===== config.mk =====
export PLATFORM = sky130hd
export DESIGN_NAME = wb_gpio_pinmux
export DESIGN_NICKNAME = d
export VERILOG_FILES = /design/src/rtl/gpio_pinmux_pkg.sv /design/src/rtl/gpio_sync_edge.sv /design/src/rtl/wb_gpio_pinmux.sv
export SDC_FILE = /design/constraint.sdc
export NUM_CORES = 1
export LEC_CHECK = 0
export CAP_MARGIN = 20
export CORE_AREA = 2 2 102 84
export CTS_BUF_LIST = sky130_fd_sc_hd__clkbuf_8
export CTS_CLUSTER_SIZE = 14
export DETAILED_ROUTE_END_ITERATION = 8
export DIE_AREA = 0 0 104 86
export PLACE_DENSITY = 0.84
export SYNTH_ARGS = -nofsm -noshare
export SYNTH_HDL_FRONTEND = slang
export SYNTH_SLANG_ARGS = --single-unit
export TNS_END_PERCENT = 10

===== constraint.sdc =====
create_clock -name wb_clk -period 4.9 [get_ports wb_clk]
set_input_delay 1.47 -clock wb_clk [delete_from_list [all_inputs] [get_ports wb_clk]]
set_output_delay 1.47 -clock wb_clk [all_outputs]
set_load 0.02 [all_outputs]

===== src/rtl/gpio_pinmux_pkg.sv =====
// Shared constants for the Wishbone GPIO pin-mux: register word indices and a
// byte-enable expansion helper.
package gpio_pinmux_pkg;

   localparam int MAX_GPIO_WIDTH = 32;

   // Word indices (byte offset >> 2)
   localparam logic [3:0] REG_DATA_OUT   = 4'h0;
   localparam logic [3:0] REG_DIR        = 4'h1;
   localparam logic [3:0] REG_DATA_IN    = 4'h2;
   localparam logic [3:0] REG_ALT_EN     = 4'h3;
   localparam logic [3:0] REG_IRQ_MASK   = 4'h4;
   localparam logic [3:0] REG_IRQ_EDGE   = 4'h5;
   localparam logic [3:0] REG_IRQ_STATUS = 4'h6;
   localparam logic [3:0] REG_DATA_SET   = 4'h7;
   localparam logic [3:0] REG_DATA_CLR   = 4'h8;

   function automatic logic [31:0] sel_to_mask(input logic [3:0] sel);
      logic [31:0] m;
      for (int b = 0; b < 4; b++) m[b*8 +: 8] = {8{sel[b]}};
      return m;
   endfunction

endpackage


===== src/rtl/gpio_sync_edge.sv =====
// Bank-wide input synchroniser, previous-value register and priming counter;
// edges are held off until the chain is full so pins high at reset stay quiet.
module gpio_sync_edge
   import gpio_pinmux_pkg::*;
#(
   parameter int WIDTH  = 8,
   parameter int STAGES = 2
) (
   input  logic             clk,
   input  logic             rst_n,
   input  logic [WIDTH-1:0] pins,
   output logic [WIDTH-1:0] data_in,
   output logic [WIDTH-1:0] rise,
   output logic [WIDTH-1:0] fall
);

   localparam int                CNT_W      = $clog2(STAGES + 2);
   localparam logic [CNT_W-1:0]  PRIME_DONE = CNT_W'(STAGES + 1);

   logic [STAGES-1:0][WIDTH-1:0] sync_q;
   logic [WIDTH-1:0]             prev_q;
   logic [CNT_W-1:0]             prime_cnt;
   logic                         primed;

   always_ff @(posedge clk or negedge rst_n) begin
      if (!rst_n) begin
         sync_q    <= '0;
         prev_q    <= '0;
         prime_cnt <= '0;
      end else begin
         sync_q <= {sync_q[STAGES-2:0], pins};
         prev_q <= data_in;
         if (!primed) prime_cnt <= prime_cnt + 1'b1;
      end
   end

   assign data_in = sync_q[STAGES-1];
   assign primed  = (prime_cnt == PRIME_DONE);
   assign rise    = primed ? (data_in & ~prev_q) : '0;
   assign fall    = primed ? (~data_in & prev_q) : '0;

endmodule


===== src/rtl/wb_gpio_pinmux.sv =====
// Wishbone classic GPIO bank with alternate-function pad mux and edge IRQs.
// Define GPIO_PINMUX_ATOMIC_SETCLR_EN to add the DATA_SET/DATA_CLR registers.
module wb_gpio_pinmux
   import gpio_pinmux_pkg::*;
#(
   parameter int                        GPIO_WIDTH  = 8,
   parameter int                        SYNC_STAGES = 2,
   parameter logic [MAX_GPIO_WIDTH-1:0] RESET_DIR   = '0,
   parameter logic [MAX_GPIO_WIDTH-1:0] RESET_OUT   = '0
) (
   input  logic                  wb_clk,
   input  logic                  wb_rst_n,
   input  logic [5:0]            wb_adr_i,
   input  logic [31:0]           wb_dat_i,
   input  logic [3:0]            wb_sel_i,
   input  logic                  wb_we_i,
   input  logic                  wb_cyc_i,
   input  logic                  wb_stb_i,
   output logic [31:0]           wb_dat_o,
   output logic                  wb_ack_o,
   input  logic [GPIO_WIDTH-1:0] gpio_i,
   output logic [GPIO_WIDTH-1:0] gpio_o,
   output logic [GPIO_WIDTH-1:0] gpio_oe,
   input  logic [GPIO_WIDTH-1:0] alt_o_i,
   input  logic [GPIO_WIDTH-1:0] alt_oe_i,
   output logic [GPIO_WIDTH-1:0] alt_i_o,
   output logic                  irq_o
);

   logic [GPIO_WIDTH-1:0] data_out_q, dir_q, alt_en_q, irq_mask_q, irq_edge_q, irq_status_q;
   logic [GPIO_WIDTH-1:0] data_in, rise, fall, edge_hit, wmask, wdata, w1c;
   logic [31:0]           byte_mask, rdata;
   logic [3:0]            reg_idx;
   logic                  req, wr;
   logic                  unused_bits;

   assign reg_idx   = wb_adr_i[5:2];
   assign req       = wb_cyc_i & wb_stb_i & ~wb_ack_o;
   assign wr        = req & wb_we_i;
   assign byte_mask = sel_to_mask(wb_sel_i);
   assign wmask     = byte_mask[GPIO_WIDTH-1:0];
   assign wdata     = wb_dat_i[GPIO_WIDTH-1:0] & wmask;
   assign unused_bits = ^{wb_adr_i[1:0], wb_dat_i, byte_mask};

   gpio_sync_edge #(
      .WIDTH  (GPIO_WIDTH),
      .STAGES (SYNC_STAGES)
   ) u_sync (
      .clk     (wb_clk),
      .rst_n   (wb_rst_n),
      .pins    (gpio_i),
      .data_in (data_in),
      .rise    (rise),
      .fall    (fall)
   );

   always_comb begin
      rdata = '0;
      case (reg_idx)
         REG_DATA_OUT:   rdata[GPIO_WIDTH-1:0] = data_out_q;
         REG_DIR:        rdata[GPIO_WIDTH-1:0] = dir_q;
         REG_DATA_IN:    rdata[GPIO_WIDTH-1:0] = data_in;
         REG_ALT_EN:     rdata[GPIO_WIDTH-1:0] = alt_en_q;
         REG_IRQ_MASK:   rdata[GPIO_WIDTH-1:0] = irq_mask_q;
         REG_IRQ_EDGE:   rdata[GPIO_WIDTH-1:0] = irq_edge_q;
         REG_IRQ_STATUS: rdata[GPIO_WIDTH-1:0] = irq_status_q;
         default:        rdata = '0;
      endcase
   end

   always_ff @(posedge wb_clk or negedge wb_rst_n) begin
      if (!wb_rst_n) begin
         wb_ack_o <= 1'b0;
         wb_dat_o <= '0;
      end else begin
         wb_ack_o <= req;
         wb_dat_o <= (req && !wb_we_i) ? rdata : '0;
      end
   end

   always_ff @(posedge wb_clk or negedge wb_rst_n) begin
      if (!wb_rst_n) begin
         data_out_q <= RESET_OUT[GPIO_WIDTH-1:0];
         dir_q      <= RESET_DIR[GPIO_WIDTH-1:0];
         alt_en_q   <= '0;
         irq_mask_q <= '0;
         irq_edge_q <= '0;
      end else if (wr) begin
         case (reg_idx)
            REG_DATA_OUT: data_out_q <= (data_out_q & ~wmask) | wdata;
            REG_DIR:      dir_q      <= (dir_q      & ~wmask) | wdata;
            REG_ALT_EN:   alt_en_q   <= (alt_en_q   & ~wmask) | wdata;
            REG_IRQ_MASK: irq_mask_q <= (irq_mask_q & ~wmask) | wdata;
            REG_IRQ_EDGE: irq_edge_q <= (irq_edge_q & ~wmask) | wdata;
`ifdef GPIO_PINMUX_ATOMIC_SETCLR_EN
            REG_DATA_SET: data_out_q <= data_out_q | wdata;
            REG_DATA_CLR: data_out_q <= data_out_q & ~wdata;
`endif
            default: ;
         endcase
      end
   end

   // New edges are OR-ed after the W1C so a coincident set wins.
   assign w1c      = (wr && reg_idx == REG_IRQ_STATUS) ? wdata : '0;
   assign edge_hit = (rise & irq_edge_q) | (fall & ~irq_edge_q);

   always_ff @(posedge wb_clk or negedge wb_rst_n) begin
      if (!wb_rst_n) begin
         irq_status_q <= '0;
         irq_o        <= 1'b0;
      end else begin
         irq_status_q <= (irq_status_q & ~w1c) | edge_hit;
         irq_o        <= |(irq_status_q & irq_mask_q);
      end
   end

   assign gpio_o  = (alt_en_q & alt_o_i)  | (~alt_en_q & data_out_q);
   assign gpio_oe = (alt_en_q & alt_oe_i) | (~alt_en_q & dir_q);
   assign alt_i_o = data_in;

endmodule

==> metrics.yaml <==
outcome:
  run_status: "complete, no violations"
yosys:
  synthAdderAreaFrac: 0.00315
  synth_compound_area_frac: 0.101
  yosysWarnings: 0
  ys_seq_area_frac: 0.529
  syn-cell-area_um2: 3980
  yosys.area.top_type: "dfrtp_1"
  ys_ff_latch: 84
  synth.avg_cell_area_um2: 12.7
  netlist_instances: 314
  synth_top_family_by_area: "multiplexers"
  synth_cell_type_count: 34
  yosys.area_share.simple: 0.0979
  synth_mux_area_frac: 0.185
  netlist.area_leader.share: 0.529
  ys_top_cells_by_area: "dfrtp_1 53%, mux2_2 16%, buf_4 6.2%, a22oi_1 3.2%, o21ai_0 2.0%"
  synth_xor_xnor_area_share: 0.00220
die:
  core-area_um2: 7840
  die_w_um: 104
  initial_core_util: 0.507
  io_pins: 129
  dieArea_um2: 8940
  die_h_um: 86
  row_count: 29
pwr:
  pwr_density_cell_nw_per_um2: 300
  power_frac_comb: 0.160
  power_frac_seq: 0.520
  sw_frac_of_total: 0.256
  p_leak_uw: 0.00215
  clkPwrFrac: 0.319
  p_switching_uw: 375
  peakVddDrop_mv: 0.186
  intPower_uw: 1090
setup_path:
  cp_max_fo: 1
  rrSetupSlack_ns: 2.80
  worstSetupStartpointType: "primary input"
  path_class: "in2out"
  cp.arrival_ns: 2.72
  critPathRequiredTime_ns: 3.43
  slowest_stage: "clkdlybuf4s50_1"
  r2r_start: "wb_ack_o"
  cpMostUsedCell: "clkdlybuf4s50_1"
  cp_cell_sequence: "clkdlybuf4s50_1 -> mux2_2 -> clkdlybuf4s50_1"
  r2r_cells: 4
  cp_slowest_stage_delay_ns: 0.54
  end_kind: "primary output"
timing:
  worst-slew-pin-transition_ns: 0.877
  relSlewSlack: 0.414
  skew_ns: 0.00940
  setup_viol: 0
  fin_crit_ns: 4.19
  final_max_slew_viol_count: 0
  timing.final.crit_share: 0.855
  rsz0062_at_grt: "no"
  fmax_mhz: 239
  hold_slack_ns: 0.350
  hold_violations: 0
  tns_ns: 0
route:
  dr.pass1.iters: 4
  wirelength_mm: 8.99
  wl_met2_mm: 4.31
  dr.max_layer_used: "met4"
  drtIter0Drc: 219
  routedWlPerCell_um: 18.2
  route.detailed.drc: 0
  vias: 2691
  final_antenna_net_count: 0
  met1_length_mm: 3.86
  avgViaCountPerCell: 5.44
  dr_wl_met3_um: 736
clock_tree:
  cts_buffers: 9
  root_buffer: "clkbuf_8"
  tritoncts: "done"
  cts.path.max_buffers: 2
  cts_resized: 0
  clock_sinks: 84
  cts.hold.buffers_added: 0
  cts.clk_slew.worst_paths_ns: 0.07
  clk_latency_ns: 0.35
  htreeDepth: 3
  post_cts_buffers: 0
layout:
  drive_above_1_share: 0.220
  area_growth_pct: 22.8
  fin_util: 0.623
  nNetsFinal: 455
  final_area_um2: 4880
  n_antenna_cell: 0
worst_hold_path:
  worstHoldStart: "u_sync.sync_q[2]"
  hp-class: "reg2reg"
  min_path_cells: 0
  whs_endpoint: "u_sync.data_in[2]"
placement:
  routabilityCongestion: 0.850
  hpwl_mm: 6.11
  placed_area_um2: 4670
  io_buffers: 75
run:
  drv_cap: 0
global_routing:
  grt_antenna_before_repair: 0
  grt-ovfl-total: 0
  grt_pass1_vias: 2754
  grt_max_degree: 85
  track_usage: 0.214
  grt_pass1_wl_mm: 14.5
==> through the flow <==
| step | worst slack, ns | instances | total power, uW |
|---|---|---|---|
| final | 0.712 | 495 | 1460 |
| after global routing | 0.708 | 495 | 1530 |
| after CTS | 0.725 | 494 | 1480 |
| after detailed placement | 0.730 | 479 | 1010 |
| after global placement | 0.742 | 479 | 999 |
| after floorplan | 1.65 | 337 | 910 |
==> power by group through the flow <==
stage                     logic, uW  registers [uW]  clock network [uW]
after floorplan                 141             769                   0
after global placement          226             772                   0
after detailed placement        232             776                   0
after CTS                       233             762                 480
after global routing            252             768                 510
final                           235             762                 468
==> worst max-delay path by stage <==
stage                     slack [ns]        end  startpoint  depth (start not counted)
after floorplan                 1.65  gpio_o[0]  alt_o_i[0]                          1
after CTS                       0.72  gpio_o[3]  alt_o_i[3]                          3
after global routing            0.71  gpio_o[3]  alt_o_i[3]                          3
after global placement          0.74  gpio_o[3]  alt_o_i[3]                          3
after detailed placement        0.73  gpio_o[3]  alt_o_i[3]                          3
final                           0.71  gpio_o[3]  alt_o_i[3]                          3
==> cells in the mapped netlist <==
cell type  count
o22a_1         6
a21oi_1        8
conb_1         1
nor3b_1        8
nor4_4         1
and4bb_2       1
nor3_4         1
and2_1         1
buf_4         33
a22oi_1       17
nand3_4        1
a32oi_1        1
mux4_2         1
ha_1           1
and3b_1        7
nand2_1       14
a31oi_1        1
a22o_1         9
xnor2_1        1
buf_2          4
mux2_2        58
nand2_2        1
o21ai_0       16
nor3b_4        3
or2_2          1
clkbuf_1       6
nor3_2         1
nor2b_1        5
nand4_1        2
dfrtp_1       84
inv_1          8
nor2_1         5
mux2i_1        6
a2bb2oi_1      1
==> kinds of logic (layout without fill, tap and decap cells) <==
group	after synthesis	after routing
DFF	84	84
adders and majority gates	1	1
AOI/OAI and AO/OA	59	59
muxes	65	65
xor gates and xnor gates	1	1
and+or+nand+nor	52	52
other	1	24
buffers and inverters	51	101
==> layout by cell type, fill, tap and decap left out, types with 2 or more instances in the layout <==
master           Yosys  layout
dfrtp_1             84      84
clkdlybuf4s50_1      0      74
mux2_2              58      58
conb_1               1      24
a22oi_1             17      17
o21ai_0             16      16
nand2_1             14      14
inv_1                8      11
clkbuf_8             0      10
a22o_1               9       9
nor3b_1              8       8
a21oi_1              8       8
and3b_1              7       7
mux2i_1              6       6
o22a_1               6       6
nor2b_1              5       5
nor2_1               5       5
nor3b_4              3       3
buf_4               33       3
nand4_1              2       2
==> cell type report <==
class	count	area [um^2]
clock buffer	10	138
multi-input combinational	202	1640
tap	108	135
sequential	84	2100
clock inverter	5	46.3
fill	622	2960
timing repair buffer	78	791
inverter	8	30.0
==> critical path: cells and delay by family <==
family,cells,cell delay (ns)
mux,1,0.28
buf+inv,2,0.96
==> per-layer routing <==
layer	GRT usage	vias up
li1	-	1208
met1	0.295	1345
met2	0.327	131
met3	0.0638	7
met4	0.0688	0
met5	0	-
No activity file was read; power rests on OpenSTA's default activity.
